File: config.mk
export PLATFORM = sky130hd
export DESIGN_NAME = dla_walker_engine
export DESIGN_NICKNAME = d
export VERILOG_FILES = /design/src/rtl/dla_walker_engine.sv
export SDC_FILE = /design/constraint.sdc
export NUM_CORES = 1
export LEC_CHECK = 0
export CAP_MARGIN = 20
export CORE_AREA = 2 2 168 170
export DETAILED_ROUTE_END_ITERATION = 8
export DIE_AREA = 0 0 170 172
export PLACE_DENSITY = 0.45
export SYNTH_ARGS = -nofsm -noshare
export SYNTH_HDL_FRONTEND = slang
export SYNTH_SLANG_ARGS = --single-unit
File: constraint.sdc
create_clock -name iCLK -period 3.9 [get_ports iCLK]
set_clock_uncertainty 0.2 [all_clocks]
set_input_delay 0.585 -clock iCLK [delete_from_list [all_inputs] [get_ports iCLK]]
set_output_delay 0.585 -clock iCLK [all_outputs]
set_load 0.05 [all_outputs]
File: src/rtl/dla_walker_engine.sv
// Diffusion-limited-aggregation walker: seeds a pixel, spawns random walkers on the border
// and sticks them on contact with the aggregate. Define DLA_DIAG_NEIGHBOR_EN for 8-neighbour contact.
module dla_walker_engine #(
    parameter int X_W = 10,
    parameter int Y_W = 10,
    parameter int H_RES = 640,
    parameter int V_RES = 480,
    parameter int DATA_W = 16,
    parameter logic [DATA_W-1:0] STICK_COLOR = '1,
    parameter int SEED_X = 320,
    parameter int SEED_Y = 240,
    parameter int MAX_WALKERS = 256,
    parameter logic [30:0] LFSR_SEED = 31'h1
) (
    input  logic                          iCLK,
    input  logic                          iRST_N,
    input  logic                          iStart,
    input  logic                          iPause,
    output logic                          oMem_Req,
    input  logic                          iMem_Gnt,
    output logic                          oMem_WE,
    output logic [X_W+Y_W-1:0]            oMem_Addr,
    output logic [DATA_W-1:0]             oMem_WData,
    input  logic [DATA_W-1:0]             iMem_RData,
    output logic                          oBusy,
    output logic                          oDone,
    output logic [$clog2(MAX_WALKERS+1)-1:0] oCount,
    output logic [X_W-1:0]                oWalk_X,
    output logic [Y_W-1:0]                oWalk_Y,
    output logic [3:0]                    oState
);
    // state  | meaning
    // IDLE   | waiting for iStart
    // SEED   | writing the seed pixel
    // SPAWN  | placing a new walker on a random border pixel
    // NREQ   | picking the next in-range neighbour, issuing its read
    // NWAIT  | waiting for grant and read data of that neighbour
    // DECIDE | branch on contact
    // STEP   | random diagonal step; leaving the area respawns
    // STICK  | writing the walker pixel, counting it
    // DONE   | all walkers stuck
    localparam logic [3:0] IDLE = 4'd0, SEED = 4'd1, SPAWN = 4'd2, NREQ = 4'd3, NWAIT = 4'd4,
                           DECIDE = 4'd5, STEP = 4'd6, STICK = 4'd7, DONE = 4'd8;

    localparam int CNT_W  = $clog2(MAX_WALKERS + 1);
    localparam int H_LAST = H_RES - 1;
    localparam int V_LAST = V_RES - 1;
    localparam int CNT_LAST_I = MAX_WALKERS - 1;
    localparam logic [X_W:0]     H_LIM  = H_RES[X_W:0];
    localparam logic [Y_W:0]     V_LIM  = V_RES[Y_W:0];
    localparam logic [X_W-1:0]   X_LAST = H_LAST[X_W-1:0];
    localparam logic [Y_W-1:0]   Y_LAST = V_LAST[Y_W-1:0];
    localparam logic [X_W-1:0]   SX     = SEED_X[X_W-1:0];
    localparam logic [Y_W-1:0]   SY     = SEED_Y[Y_W-1:0];
    localparam logic [X_W:0]     X_ONE  = 1;
    localparam logic [Y_W:0]     Y_ONE  = 1;
    localparam logic [CNT_W-1:0] CNT_ONE  = 1;
    localparam logic [CNT_W-1:0] CNT_LAST = CNT_LAST_I[CNT_W-1:0];
`ifdef DLA_DIAG_NEIGHBOR_EN
    localparam logic [2:0] NLAST = 3'd7;
`else
    localparam logic [2:0] NLAST = 3'd3;
`endif

    logic [3:0]        state;
    logic [30:0]       lfsr;
    logic [X_W-1:0]    walk_x;
    logic [Y_W-1:0]    walk_y;
    logic [2:0]        nidx;
    logic              hit, rd_pend, rd_valid;
    logic [DATA_W-1:0] rd_q;

    logic [X_W:0]      xm, xp, nbr_x, step_x;
    logic [Y_W:0]      ym, yp, nbr_y, step_y;
    logic              nbr_ok, nbr_last, step_ok, rd_ready, rd_hit;
    logic [X_W-1:0]    cx;
    logic [Y_W-1:0]    cy;

    // Neighbour and step arithmetic is one bit wider so -1 wraps above the limit.
    always_comb begin
        xm = {1'b0, walk_x} - X_ONE;
        xp = {1'b0, walk_x} + X_ONE;
        ym = {1'b0, walk_y} - Y_ONE;
        yp = {1'b0, walk_y} + Y_ONE;
        nbr_x = {1'b0, walk_x};
        nbr_y = {1'b0, walk_y};
        case (nidx)
            3'd0: nbr_y = ym;
            3'd1: nbr_x = xm;
            3'd2: nbr_x = xp;
            3'd3: nbr_y = yp;
            3'd4: begin nbr_x = xm; nbr_y = ym; end
            3'd5: begin nbr_x = xp; nbr_y = ym; end
            3'd6: begin nbr_x = xm; nbr_y = yp; end
            default: begin nbr_x = xp; nbr_y = yp; end
        endcase
        nbr_ok   = (nbr_x < H_LIM) && (nbr_y < V_LIM);
        nbr_last = (nidx == NLAST);
        step_x   = lfsr[3] ? xp : xm;
        step_y   = lfsr[4] ? yp : ym;
        step_ok  = (step_x < H_LIM) && (step_y < V_LIM);
        cx = ({1'b0, lfsr[X_W-1:0]} >= H_LIM) ? lfsr[X_W-1:0] - H_LIM[X_W-1:0] : lfsr[X_W-1:0];
        cy = ({1'b0, lfsr[Y_W-1:0]} >= V_LIM) ? lfsr[Y_W-1:0] - V_LIM[Y_W-1:0] : lfsr[Y_W-1:0];
        rd_ready = rd_pend | rd_valid;
        rd_hit   = ((rd_pend ? iMem_RData : rd_q) == STICK_COLOR);
    end

    always_ff @(posedge iCLK or negedge iRST_N) begin
        if (!iRST_N) begin
            state      <= IDLE;
            lfsr       <= LFSR_SEED;
            walk_x     <= '0;
            walk_y     <= '0;
            nidx       <= '0;
            hit        <= 1'b0;
            rd_pend    <= 1'b0;
            rd_valid   <= 1'b0;
            rd_q       <= '0;
            oMem_Req   <= 1'b0;
            oMem_WE    <= 1'b0;
            oMem_Addr  <= '0;
            oMem_WData <= '0;
            oCount     <= '0;
        end else begin
            lfsr <= (lfsr == 31'd0) ? 31'd1 : {lfsr[29:0], lfsr[30] ^ lfsr[27]};
            // Handshake and read capture keep running while paused.
            if (oMem_Req && iMem_Gnt) begin
                oMem_Req <= 1'b0;
                if (!oMem_WE) rd_pend <= 1'b1;
            end
            if (rd_pend) begin
                rd_pend  <= 1'b0;
                rd_q     <= iMem_RData;
                rd_valid <= 1'b1;
            end
            if (!iPause) begin
                case (state)
                    IDLE, DONE: if (iStart) begin
                        oCount     <= '0;
                        oMem_Req   <= 1'b1;
                        oMem_WE    <= 1'b1;
                        oMem_Addr  <= {SX, SY};
                        oMem_WData <= STICK_COLOR;
                        state      <= SEED;
                    end
                    SEED: if (!oMem_Req || iMem_Gnt) state <= SPAWN;
                    SPAWN: begin
                        case (lfsr[1:0])
                            2'd0: begin walk_x <= cx;     walk_y <= '0;     end
                            2'd1: begin walk_x <= cx;     walk_y <= Y_LAST; end
                            2'd2: begin walk_x <= '0;     walk_y <= cy;     end
                            default: begin walk_x <= X_LAST; walk_y <= cy;  end
                        endcase
                        nidx  <= '0;
                        state <= NREQ;
                    end
                    NREQ: begin
                        if (nbr_ok) begin
                            oMem_Req  <= 1'b1;
                            oMem_WE   <= 1'b0;
                            oMem_Addr <= {nbr_x[X_W-1:0], nbr_y[Y_W-1:0]};
                            state     <= NWAIT;
                        end else if (nbr_last) begin
                            hit   <= 1'b0;
                            state <= DECIDE;
                        end else begin
                            nidx <= nidx + 3'd1;
                        end
                    end
                    NWAIT: if (rd_ready) begin
                        rd_valid <= 1'b0;
                        if (rd_hit || nbr_last) begin
                            hit   <= rd_hit;
                            state <= DECIDE;
                        end else begin
                            nidx  <= nidx + 3'd1;
                            state <= NREQ;
                        end
                    end
                    DECIDE: begin
                        if (hit) begin
                            oMem_Req   <= 1'b1;
                            oMem_WE    <= 1'b1;
                            oMem_Addr  <= {walk_x, walk_y};
                            oMem_WData <= STICK_COLOR;
                            state      <= STICK;
                        end else begin
                            state <= STEP;
                        end
                    end
                    STEP: begin
                        if (step_ok) begin
                            walk_x <= step_x[X_W-1:0];
                            walk_y <= step_y[Y_W-1:0];
                            nidx   <= '0;
                            state  <= NREQ;
                        end else begin
                            state <= SPAWN;
                        end
                    end
                    STICK: if (!oMem_Req || iMem_Gnt) begin
                        oCount <= oCount + CNT_ONE;
                        state  <= (oCount == CNT_LAST) ? DONE : SPAWN;
                    end
                    default: state <= IDLE;
                endcase
            end
        end
    end

    assign oBusy   = (state >= SEED) && (state <= STICK);
    assign oDone   = (state == DONE);
    assign oWalk_X = walk_x;
    assign oWalk_Y = walk_y;
    assign oState  = state;
endmodule

==> flow_metrics.tcl, run 1 <==
set metrics [dict create \
    outcome "finished, final reports clean" \
    syn-num-nets 805 \
    finalWirelength_um 20480 \
    routed-via-count 5892 \
    synth_top_area_cell "dfrtp_1" \
    ios 94 \
    whs_ns 0.08852 \
    hold_viol 0 \
    wl_per_cell_um 17.64 \
    ys.flop_type "dfrtp_1" \
    maxCapViolCount 0 \
    min_period_ns 3.680 \
    die_x_um 170 \
    clockRootBuffer "clkbuf_16" \
    slowest_stage "or4b_2" \
    clock_path_buffers 2 \
    post_cts_buffers 0 \
    holdCritPathClass "in -> async" \
    tritoncts "built" \
    ys_ff_latch 109 \
    grt_overflow_total 0 \
    peakVddDrop_mv 0.2460 \
    critPathLaunchType "flip-flop" \
    num_rows 61 \
    cts.sinks 109 \
    design_area_um2 8359 \
    max_freq_mhz 271.7 \
    synthArstFlopShare_pct 100.0 \
    cts.clk_slew.worst_paths_ns 0.09 \
    pre_cts_ws_ns 0.05603 \
    power_density_nw_per_um2 824.9 \
    ys.warnings.count 0 \
    syn_inst 768 \
    critPathMaxFanout 22 \
    min_period_over_period_pct 94.36 \
    timing.final.ws_setup_ns 0.2199 \
    ctsResizeCount 0 \
    via_per_inst 5.075 \
    crit_chain "inv_1, ha_1, nor3b_4, and4_1, o31ai_1, o21ai_0, or4b_2, nand4_2, a21oi_4, buf_12, mux2_1" \
    avgSynthCellArea_um2 8.853 \
    cts_buffers 9 \
    crit_type "reg -> reg" \
    grt_max_degree 57 \
    gp_congestion 0.8172 \
    crit_path_end "oMem_Addr[14]" \
    reg2reg_depth 11 \
    route.detailed.drc 0 \
    core_area_um2 27480 \
    synthDistinctLibCells 76 \
    r2r_setup_slack_ns 0.22 \
    slowest_delay_ns 0.72 \
    synth_edf_count 0 \
    htreeDepth 3 \
    ys_top_cells_by_area "dfrtp_1 40%, o21ai_0 4.7%, clkbuf_1 4.1%" \
    area_delta_synth_final_pct 22.95 \
    finalMaxSlewViolations 0 \
    worstSetupEndpointType "flip-flop" \
    max_slew_margin_pct 48.26 \
    track_usage_pct 14.25 \
    tightest_slew_ns 0.7761 \
    setup_violations 0 \
    setup.worst_path.start "oWalk_Y[0]" \
    ant_nets 0 \
    seq_area_frac_synth_pct 40.14 \
    p_leak_nw 3.389 \
    clkLatencyLatePin_ns 0.37 \
    die_h_um 172 \
    drt_iter0_markers 384 \
    crit_arrival_ns 3.72 \
    grt_pass1_vias 5717 \
    postPlaceCellArea_um2 8031 \
    synth_top_area_share_pct 39.75 \
    hold_buffers 0 \
    grt_pass1_wl_um 32950 \
    antenna_cells 0 \
    dr.pass1.iters 5 \
    tns_ns 0 \
    reg2reg_to "oMem_Addr[14]" \
    nets 847 \
    required_ns 3.94 \
    drive_above_1_share_pct 12.15 \
    rsz0062_at_grt "no" \
    reg2reg_from "oWalk_Y[0]" \
    syn-cell-area_um2 6799 \
    die-area_um2 29240 \
    dpl.hpwl_um 15060 \
    finalPower_w 0.006896 \
    portBuffers 93 \
    antenna_found_initial 0 \
    initial_utilization_pct 24.74 \
]
## per-stage QoR
| step | std cells | util [%] |
|---|---|---|
| floorplan | 768 | - |
| global placement | 1145 | 29.23 |
| detailed placement | 1145 | 29.23 |
| CTS | 1161 | 30.34 |
| global route | 1161 | 30.42 |
| finish | 1161 | 30.42 |
## area by class of cell
class,count,area (um^2)
multi-input cells,530,3537
inverters,30,112.6
clock inverters,6,65.06
well taps,346,432.9
clock buffers,10,239.0
flip-flops and latches,109,2729
fillers,2892,19120
repair buffers,130,1244
## layout by cell type (no fill, tap or decap), types with 4 or more instances in the layout
cell and instances:
a21o_1 4, nand2b_1 7, and3_1 7, a221oi_1 5, a21oi_1 39, nand4_1 9, xnor2_1 11, or4_1 5
a31oi_1 13, o21ai_0 64, mux2_2 18, o31ai_1 11, nor4_1 13, a22oi_1 6, nand3_1 24, dfrtp_1 108
or3_1 12, nand2_1 59, nor2_1 48, nor3_1 21, mux2_1 15, or2_2 7, xor2_1 11, clkdlybuf4s50_1 92
o21bai_1 4, o22ai_1 9, buf_4 35, ha_1 16, clkbuf_16 9, mux2i_1 13, a211oi_1 6, inv_1 30
a22o_1 7
## critical path, delay by kind of cell (launching register included)
kind / cells / cell delay, ns
flip-flops: 1 / 0.52
buffers and inverters: 2 / 0.29
AO/OA/AOI/OAI: 3 / 0.39
AND/OR/NAND/NOR: 4 / 1.57
multiplexers: 1 / 0.32
adder cells (fa/ha/maj): 1 / 0.25
## sequential cells by signal, summed over array words and instances, names as in the netlist, 3 cells and up
signal / count
lfsr: 31
oMem_Addr: 20
rd_q: 16
oWalk_X: 10
oWalk_Y: 10
oCount: 9
oState: 4
nidx: 3
## synthesized netlist by cell type (all sizes together) (12+ instances only)
master,number
nor2,48
ha,16
buf,25
or3,12
a21oi,40
mux2i,13
nor4,13
clkbuf,74
o21ai,66
inv,30
nor3,22
a31oi,13
dfrtp,108
nand2,59
nand3,24
mux2,33
## layer usage
layer  wire length [um]  global-route usage (%)  vias up
li1                   -                       -     2854
met1              10140                   20.41     2893
met2               9223                   22.36      134
met3                923                   2.632       11
met4                186                   3.122        0
met5                  0                       0        -
## where the power goes
group          total (W)  switching, W  internal (W)
Combinational    0.00420       0.00261       0.00158
Sequential       0.00174      0.000319       0.00142
Clock           0.000960      0.000487      0.000473
Total            0.00690       0.00342       0.00348
## logic make-up (layout without fill, tap and decap cells)
family | after synthesis | count (layout) | share of synthesized area (%)
compound gates | 210 | 210 | 20.61
xor+xnor | 22 | 22 | 2.834
fa+ha+maj | 16 | 16 | 2.944
buf+inv | 129 | 176 | 8.263
flops | 109 | 109 | 40.14
mux | 46 | 46 | 7.379
simple gates | 236 | 236 | 17.83
## worst min path at each step
| stage | from | end | slack [ns] | cells after the start |
|---|---|---|---|---|
| floorplan | iRST_N | hit | 0.09 | 0 |
| finish | iRST_N | oCount[2] | 0.09 | 1 |
| CTS | iRST_N | oCount[2] | 0.12 | 1 |
| global route | iRST_N | oCount[2] | 0.15 | 1 |
| global placement | lfsr[26] | lfsr[27] | 0.16 | 0 |
| detailed placement | lfsr[26] | lfsr[27] | 0.16 | 0 |
No activity file was read; power rests on OpenSTA's default activity.
==> run 2, diff against run 1 <==
MAX_ROUTING_LAYER = met4   (was unset)
clock period = 3.7 ns   (was 3.9 ns; I/O delays follow)
==> flow_metrics.tcl, run 2 (synthesis results as in run 1) <==
set metrics [dict create \
    outcome "finished, final reports clean" \
    grt_pass1_wl_um 34070 \
    layout_commonest_cell "dfrtp_1" \
    largestRegisters "lfsr (31), oMem_Addr (20), rd_q (16)" \
    hold_viol 0 \
    p_leak_nw 3.589 \
    core_area_um2 27480 \
    ant_nets 0 \
    finalMaxSlewViolations 0 \
    largest_reg_flops 31 \
    max_freq_mhz 283.4 \
    holdCritPathClass "reg -> reg" \
    cts.clk_slew.worst_paths_ns 0.09 \
    cts_buffers 9 \
    die_h_um 172 \
    critical_path.top_delay_family "simple AND/OR/NAND/NOR gates" \
    nets 887 \
    nFillCells 2866 \
    clock_path_buffers 2 \
    hp-start "lfsr[14]" \
    route.detailed.drc 0 \
    die-area_um2 29240 \
    gp_congestion 0.8031 \
    reg2reg_depth 9 \
    maxCapViolCount 0 \
    grt_max_degree 53 \
    cts.sinks 109 \
    timing.final.ws_setup_ns 0.1710 \
    postPlaceCellArea_um2 8210 \
    required_ns 3.75 \
    swShare_pct 48.49 \
    routed-via-count 6089 \
    tns_ns 0 \
    min_period_over_period_pct 95.38 \
    pre_cts_ws_ns -0.07490 \
    wl_per_cell_um 17.62 \
    power.internal_w 0.003883 \
    portBuffers 93 \
    holdPathStages 0 \
    finalWirelength_um 21160 \
    min_period_ns 3.529 \
    worstSetupEndpointType "flip-flop" \
    mostFrequentLayoutCells "103 x dfrtp_1, 92 x clkdlybuf4s50_1, 73 x buf_4" \
    path_common_cell "or4_4" \
    antenna_cells 0 \
    grt_pass1_vias 5890 \
    slowest_delay_ns 0.55 \
    track_usage_pct 15.37 \
    p_sw_w 0.003655 \
    num_rows 61 \
    m1WireLength_um 10260 \
    area_delta_synth_final_pct 28.45 \
    crit_path_end "nidx[2]" \
    ios 94 \
    whs_ns 0.1787 \
    r2r_setup_slack_ns 0.17 \
    cp.depth 9 \
    wl_met3_um 1050 \
    grt_overflow_total 0 \
    power_density_nw_per_um2 863.1 \
    initial_utilization_pct 24.74 \
    dr_wl_met2_um 9416 \
    tritoncts "built" \
    design_area_um2 8733 \
    tightest_slew_ns 0.6838 \
    finalPower_w 0.007537 \
    clkLatencyLatePin_ns 0.37 \
    crit_arrival_ns 3.58 \
    peakVddDrop_mv 0.2414 \
    critPathMaxFanout 4 \
    regMostFlops "lfsr" \
    max_slew_margin_pct 54.41 \
    rsz0062_at_grt "no" \
    htreeDepth 3 \
    seq_power_share_pct 23.8 \
    dpl.hpwl_um 15510 \
    crit_chain "or4_4, or4_4, a221o_1, o21a_1, a2111oi_4, nand4_2, buf_4, nand4b_1, mux2_2" \
    slowest_stage "or4_4" \
    via_per_inst 5.070 \
    die_x_um 170 \
    power_frac_clock_pct 13.6 \
    setup.worst_path.start "oWalk_Y[6]" \
    clockRootBuffer "clkbuf_16" \
    critPathBufInv 1 \
    reg2reg_to "nidx[2]" \
    critPathLaunchType "flip-flop" \
    crit_type "reg -> reg" \
    reg2reg_from "oWalk_Y[6]" \
    antenna_found_initial 0 \
    pwr-share-comb_pct 62.6 \
    setup_violations 0 \
    top_layer "met4" \
    drive_above_1_share_pct 17.66 \
    dr.pass1.iters 6 \
    drt_iter0_markers 464 \
]
run 2: worst min-delay path by stage:
stage               endpoint  slack [ns]
floorplan                hit        0.06
global placement    lfsr[26]        0.16
detailed placement  lfsr[15]        0.16
CTS                 lfsr[15]        0.18
global route        lfsr[18]        0.19
finish              lfsr[15]        0.18
run 2: timing repair:
item,in CTS,in global routing
pin swaps,0,4
resized for setup,7,15
cloned,1,0
buffers inserted,0,11
hold buffers,1,0
hold endpoints to repair,30,0
setup endpoints to repair,20,42
run 2: power by group through the flow:
stage / logic [W] / registers [W] / clock network (W)
2_1_floorplan: 0.00228 / 0.00243 / 0
3_3_place_gp: 0.00450 / 0.00182 / 0
3_5_place_dp: 0.00448 / 0.00182 / 0
4_1_cts: 0.00456 / 0.00180 / 0.00106
5_1_grt: 0.00508 / 0.00185 / 0.00111
6_report: 0.00472 / 0.00179 / 0.00103
run 2: cell type report:
type,instances,area (um^2),share of cell area [%]
Tap cell,346,432.9,4.957
Multi-Input combinational cell,531,3615,41.39
Timing Repair Buffer,169,1539,17.62
Sequential cell,109,2735,31.32
Clock inverter,6,60.06,0.6877
Inverter,30,112.6,1.289
Clock buffer,10,239.0,2.736
run 2: worst register-to-register path: stages (launching register included):
cell,delay [ns]
dfrtp_1,0.39
or4_4,0.55
or4_4,0.53
a221o_1,0.31
o21a_1,0.14
a2111oi_4,0.25
nand4_2,0.25
buf_4,0.23
nand4b_1,0.20
mux2_2,0.36
run 2: metrics by stage:
| stage | cells | util (%) |
|---|---|---|
| after floorplan | 768 | - |
| after global placement | 1172 | 29.88 |
| after detailed placement | 1172 | 29.88 |
| after CTS | 1190 | 31.18 |
| after global routing | 1201 | 31.79 |
| final | 1201 | 31.79 |
run 2: metal layers:
| metal | GRT usage [%] | vias up |
|---|---|---|
| met5 | - | - |
| met4 | 4.385 | 0 |
| met3 | 2.998 | 35 |
| met2 | 23.05 | 143 |
| met1 | 21.12 | 2984 |
| li1 | - | 2927 |
